$ cat src/rtl/reg_file_writeback_arbiter.sv
// reg_file_writeback_arbiter: merges pipeline and buffered long-latency results onto the register file write port.
// Define OPT_WB_L_BYPASS_EN to let port-L results skip an empty FIFO when port A is idle.
module reg_file_writeback_arbiter #(
    parameter int NUM_REGS   = 16,
    parameter int DATA_WIDTH = 32,
    parameter int SEL_WIDTH  = 4,
    parameter int FIFO_DEPTH = 2
) (
    input  logic                  clk,
    input  logic                  rst,
    input  logic                  a_valid,
    input  logic [SEL_WIDTH-1:0]  a_sel,
    input  logic [DATA_WIDTH-1:0] a_data,
    input  logic                  l_valid,
    output logic                  l_ready,
    input  logic [SEL_WIDTH-1:0]  l_sel,
    input  logic [DATA_WIDTH-1:0] l_data,
    input  logic                  reserve_en,
    input  logic [SEL_WIDTH-1:0]  reserve_sel,
    output logic                  write_en,
    output logic [SEL_WIDTH-1:0]  write_sel,
    output logic [DATA_WIDTH-1:0] write_data,
    output logic [NUM_REGS-1:0]   pending,
    output logic                  err_overflow
);
    localparam int PW = $clog2(FIFO_DEPTH);
    logic [SEL_WIDTH-1:0]  f_sel  [FIFO_DEPTH];
    logic [DATA_WIDTH-1:0] f_data [FIFO_DEPTH];
    logic [PW-1:0]         wr_ptr, rd_ptr;
    logic [PW:0]           count;
    logic                  accept, pop, bypass, push, l_commit;
    logic [SEL_WIDTH-1:0]  commit_sel;
    logic [DATA_WIDTH-1:0] commit_data;
    logic [NUM_REGS-1:0]   ovf;

    assign l_ready = !rst && (count < (PW+1)'(FIFO_DEPTH));

    always_comb begin
        accept      = l_valid && l_ready;
        pop         = !a_valid && (count != '0);
`ifdef OPT_WB_L_BYPASS_EN
        bypass      = !a_valid && (count == '0) && accept;
`else
        bypass      = 1'b0;
`endif
        push        = accept && !bypass;
        l_commit    = pop || bypass;
        commit_sel  = pop ? f_sel[rd_ptr] : l_sel;
        commit_data = pop ? f_data[rd_ptr] : l_data;
    end

    always_ff @(posedge clk) begin
        if (rst) begin
            write_en     <= 1'b0;
            write_sel    <= '0;
            write_data   <= '0;
            wr_ptr       <= '0;
            rd_ptr       <= '0;
            count        <= '0;
            err_overflow <= 1'b0;
        end else begin
            write_en <= a_valid || l_commit;
            if (a_valid) begin
                write_sel  <= a_sel;
                write_data <= a_data;
            end else if (l_commit) begin
                write_sel  <= commit_sel;
                write_data <= commit_data;
            end
            if (push) wr_ptr <= wr_ptr + 1'b1;
            if (pop) rd_ptr <= rd_ptr + 1'b1;
            count <= count + {{PW{1'b0}}, push} - {{PW{1'b0}}, pop};
            if (|ovf) err_overflow <= 1'b1;
        end
    end

    // Storage needs no reset: the pointers and count define what is valid.
    always_ff @(posedge clk) begin
        if (push) begin
            f_sel[wr_ptr]  <= l_sel;
            f_data[wr_ptr] <= l_data;
        end
    end

    for (genvar i = 0; i < NUM_REGS; i++) begin : g_sb
        logic [1:0] cnt;
        logic       inc, dec;
        assign inc        = (i != 0) && reserve_en && (reserve_sel == SEL_WIDTH'(i));
        assign dec        = l_commit && (commit_sel == SEL_WIDTH'(i));
        assign ovf[i]     = inc && !dec && (cnt == 2'd3);
        assign pending[i] = (cnt != 2'd0);
        always_ff @(posedge clk) begin
            if (rst) cnt <= 2'd0;
            else if (inc && !dec && cnt != 2'd3) cnt <= cnt + 2'd1;
            else if (dec && !inc && cnt != 2'd0) cnt <= cnt - 2'd1;
        end
    end
endmodule

$ cat config.mk
export PLATFORM = sky130hd
export DESIGN_NAME = reg_file_writeback_arbiter
export DESIGN_NICKNAME = d
export VERILOG_FILES = /design/src/rtl/reg_file_writeback_arbiter.sv
export SDC_FILE = /design/constraint.sdc
export NUM_CORES = 1
export LEC_CHECK = 0
export CAP_MARGIN = 15
export CORE_MARGIN = 2
export CORE_UTILIZATION = 50
export CTS_CLUSTER_SIZE = 30
export DETAILED_ROUTE_END_ITERATION = 16
export GPL_TIMING_DRIVEN = 0
export PLACE_DENSITY = 0.78
export RECOVER_POWER = 100
export SYNTH_ARGS = -nofsm -noshare
export SYNTH_HDL_FRONTEND = slang
export SYNTH_SLANG_ARGS = --single-unit
$ cat constraint.sdc
create_clock -name clk -period 3 [get_ports clk]
set_input_delay 0.3 -clock clk [delete_from_list [all_inputs] [get_ports clk]]
set_output_delay 0.3 -clock clk [all_outputs]
set_load 0.03 [all_outputs]
==> flow_summary.ini <==
[worst_setup_path]
cp-start-kind = register
cp_num_buf_inv = 1
r2r_cells = 7
crit_type = register to register
cp.required_ns = 3.27
critical-path-max-stage-delay_ns = 0.48
worst_setup_path_end_kind = register
crit_chain = o21ba_1 -> nand2b_1 -> clkbuf_1 -> nor2_1 -> o22ai_1 -> nor4_1 -> a41oi_1
crit_cells = 7
crit_slowest_cell = nor4_1
cp_top_family = simple AND/OR/NAND/NOR gates
crit_arrival_ns = 2.57
cp_max_fo = 10

[logic_synthesis]
yosysTopAreaCell = edfxtp_1
synthCells = 651
yosysSeqAreaShare = 0.565
synth.avg_cell_area_um2 = 9.95
yosysWarnings = 0
ys.flop_type = dfxtp_1
async_flop_share = 0
syn-cell-area_um2 = 6480
syn-num-nets = 735
synth_compound_area_frac = 0.143
synth_top_family_by_area = simple AND/OR/NAND/NOR gates
synth_mux_area_frac = 0.0541
synth_area_leaders = edfxtp_1 (33%), dfxtp_1 (23%), nor2_1 (6.6%)
synthAdderAreaFrac = 0.00579
synth-seq-cells = 147
yosys.area_share.simple = 0.195
yosysUniqueCellTypes = 46
synth_edf_count = 72
synth_xor_area_frac = 0.00676
synth_top_area_share = 0.334

[placed_design]
dp_slack_ns = 0.642
place_inst = 960
place.port_buffers = 135
gp_congestion = 0.835
dpl.hpwl_um = 12100

[cells_and_area]
fin_cells = 995
layout_common_cells = nor2_1 (116), dlygate4sd3_1 (92), dfxtp_1 (75)
layout.area.seq_um2 = 3660
fill_cells = 976
multi_input_area_um2 = 2620
syn_to_final_growth_pct = 33.4
layout_commonest_cell = nor2_1
fin_nets = 891
drive_gt1_frac = 0.0659

[global_route]
grt_usage = 0.243
grt_pass1_wl_um = 26700
grt_max_degree = 37
grt-ovfl-total = 0
antenna_found_initial = 3
first_global_vias = 5533

[sta]
fmax_ghz = 0.434
rsz0062_at_grt = no
layout_setup_ws_ns = 0.697
worst_slew_pin_slew_ns = 1.18
max_slew_margin = 0.211
fin_crit_ns = 2.30
drv_slew = 0
timing.final.hold_violations = 0
finalCritPeriodShare = 0.768
finalClockSkew_ns = 0.00888
setup_viol = 0

[clocking]
cts_buffer_depth = 2
cts_buffers = 17
cts-root-buf = clkbuf_16
post_cts.repair.setup_buffers = 0
ctsHtreeMaxLevel = 4
hold_buffers = 0
clkSlewWorstSetupHoldPaths_ns = 0.06
cts_tree = built
ctsResizeCount = 0
numClockSinks = 147
clock_latency_ns = 0.43

[power]
p_per_area_nw_per_um2 = 734
p_leak_nw = 3.16
irDropWorstVdd_mv = 0.550

[run]
cap_violations = 0

[routing]
drc = 0
wl_per_cell_um = 17.0
first_pass_iters = 5
via_count = 5540
ant_nets = 0
routed_via_density = 5.57
drt_first_iter_violations = 439
drt-total-wl_um = 16900

[status]
run_status = finished, final reports clean

[floorplan]
core_area_um2 = 12600
start_util = 0.513
rows = 41
die_w_um = 118
die_y_um = 118
die_area_um2 = 13900
io_pins = 136

[hold_path]
hold_class = input port to register
min_path_cells = 3
cells by family (layout without fill, tap and decap cells):
| family | Yosys count | in the layout |
|---|---|---|
| xor+xnor | 5 | 5 |
| other cells | 0 | 3 |
| mux | 35 | 35 |
| buf+inv | 39 | 208 |
| compound gates | 151 | 151 |
| fa+ha+maj | 3 | 3 |
| flops | 147 | 147 |
| simple gates | 271 | 271 |
power by group:
| group | total [mW] | internal [mW] | switching [mW] |
|---|---|---|---|
| clock network | 2.10 | 1.28 | 0.825 |
| registers | 2.42 | 2.32 | 0.0997 |
| logic | 1.82 | 0.686 | 1.14 |
| total | 6.34 | 4.28 | 2.06 |
registers in the layout, indices dropped and copies added (netlist names), 2 cells and up, named ones only:
signal / flops
g_sb.cnt: 32
f_sel: 8
count: 2
f_data: 64
write_data: 32
write_sel: 4
cells in the mapped netlist, types with 2 or more instances:
cell         n
a21oi_1     67
a21o_1       3
ha_1         3
xor2_1       2
xnor2_1      3
nand2_1     58
nor4bb_1     2
clkbuf_1    22
nor2_1     114
a32oi_1      2
buf_4        3
inv_1        7
dfxtp_1     75
edfxtp_1    72
nor3_1       8
nand3_1     21
mux2i_1     35
nor2b_1      4
o21ai_0     15
and2_1       3
nor4_1       2
buf_6        4
or3_1       15
and3_1      14
and4b_1      3
a211oi_1    35
or2_2       16
o2111ai_1    3
o21bai_1    14
a31oi_1      7
nor2_2       3
o22ai_1      2
worst register-to-register path: stages, from the launching register on:
cell,delay (ns)
dfxtp_1,0.40
o21ba_1,0.27
nand2b_1,0.08
clkbuf_1,0.25
nor2_1,0.33
o22ai_1,0.16
nor4_1,0.48
a41oi_1,0.18
layer usage:
| metal | global-route usage | routed length [um] |
|---|---|---|
| met3 | 0.0712 | 1220 |
| met5 | 0 | 0 |
| met2 | 0.436 | 8870 |
| met1 | 0.270 | 6520 |
| met4 | 0.0964 | 302 |
through the flow:
step / hold WS (ns) / power [mW] / cell area (um^2) / utilization / setup TNS, ns
2_1_floorplan: 0.399 / 3.67 / 6480 / - / 0
3_3_place_gp: 0.480 / 4.25 / 8050 / 0.638 / -37.55
4_1_cts: 0.437 / 6.42 / 8690 / 0.688 / 0
3_5_place_dp: 0.501 / 4.33 / 8100 / 0.642 / 0
6_report: 0.488 / 6.34 / 8640 / 0.685 / 0
5_1_grt: 0.501 / 6.63 / 8640 / 0.685 / 0
area by class of cell:
cell class,instances,share of cell area
diodes,3,0.000869
plain buffers,32,0.0162
clock buffers,23,0.0541
clock inverters,9,0.0136
inverters,7,0.00304
multi-input cells,465,0.303
flip-flops and latches,147,0.424
well taps,172,0.0249
repair buffers,137,0.160
final timing paths:
kind / from / end / slack [ns]
hold reg to reg: g_sb[15].cnt[1]$_SDFFE_PP0P_ / g_sb[15].cnt[1]$_SDFFE_PP0P_ / 0.51
setup / recovery: count[1]$_SDFF_PP0_ / err_overflow$_SDFFE_PP0P_ / 0.70
setup reg to reg: count[1]$_SDFF_PP0_ / err_overflow$_SDFFE_PP0P_ / 0.70
hold / removal: a_data[5] / write_data[5]$_SDFFE_PP0P_ / 0.49
Power figures use the tool's default switching activity.
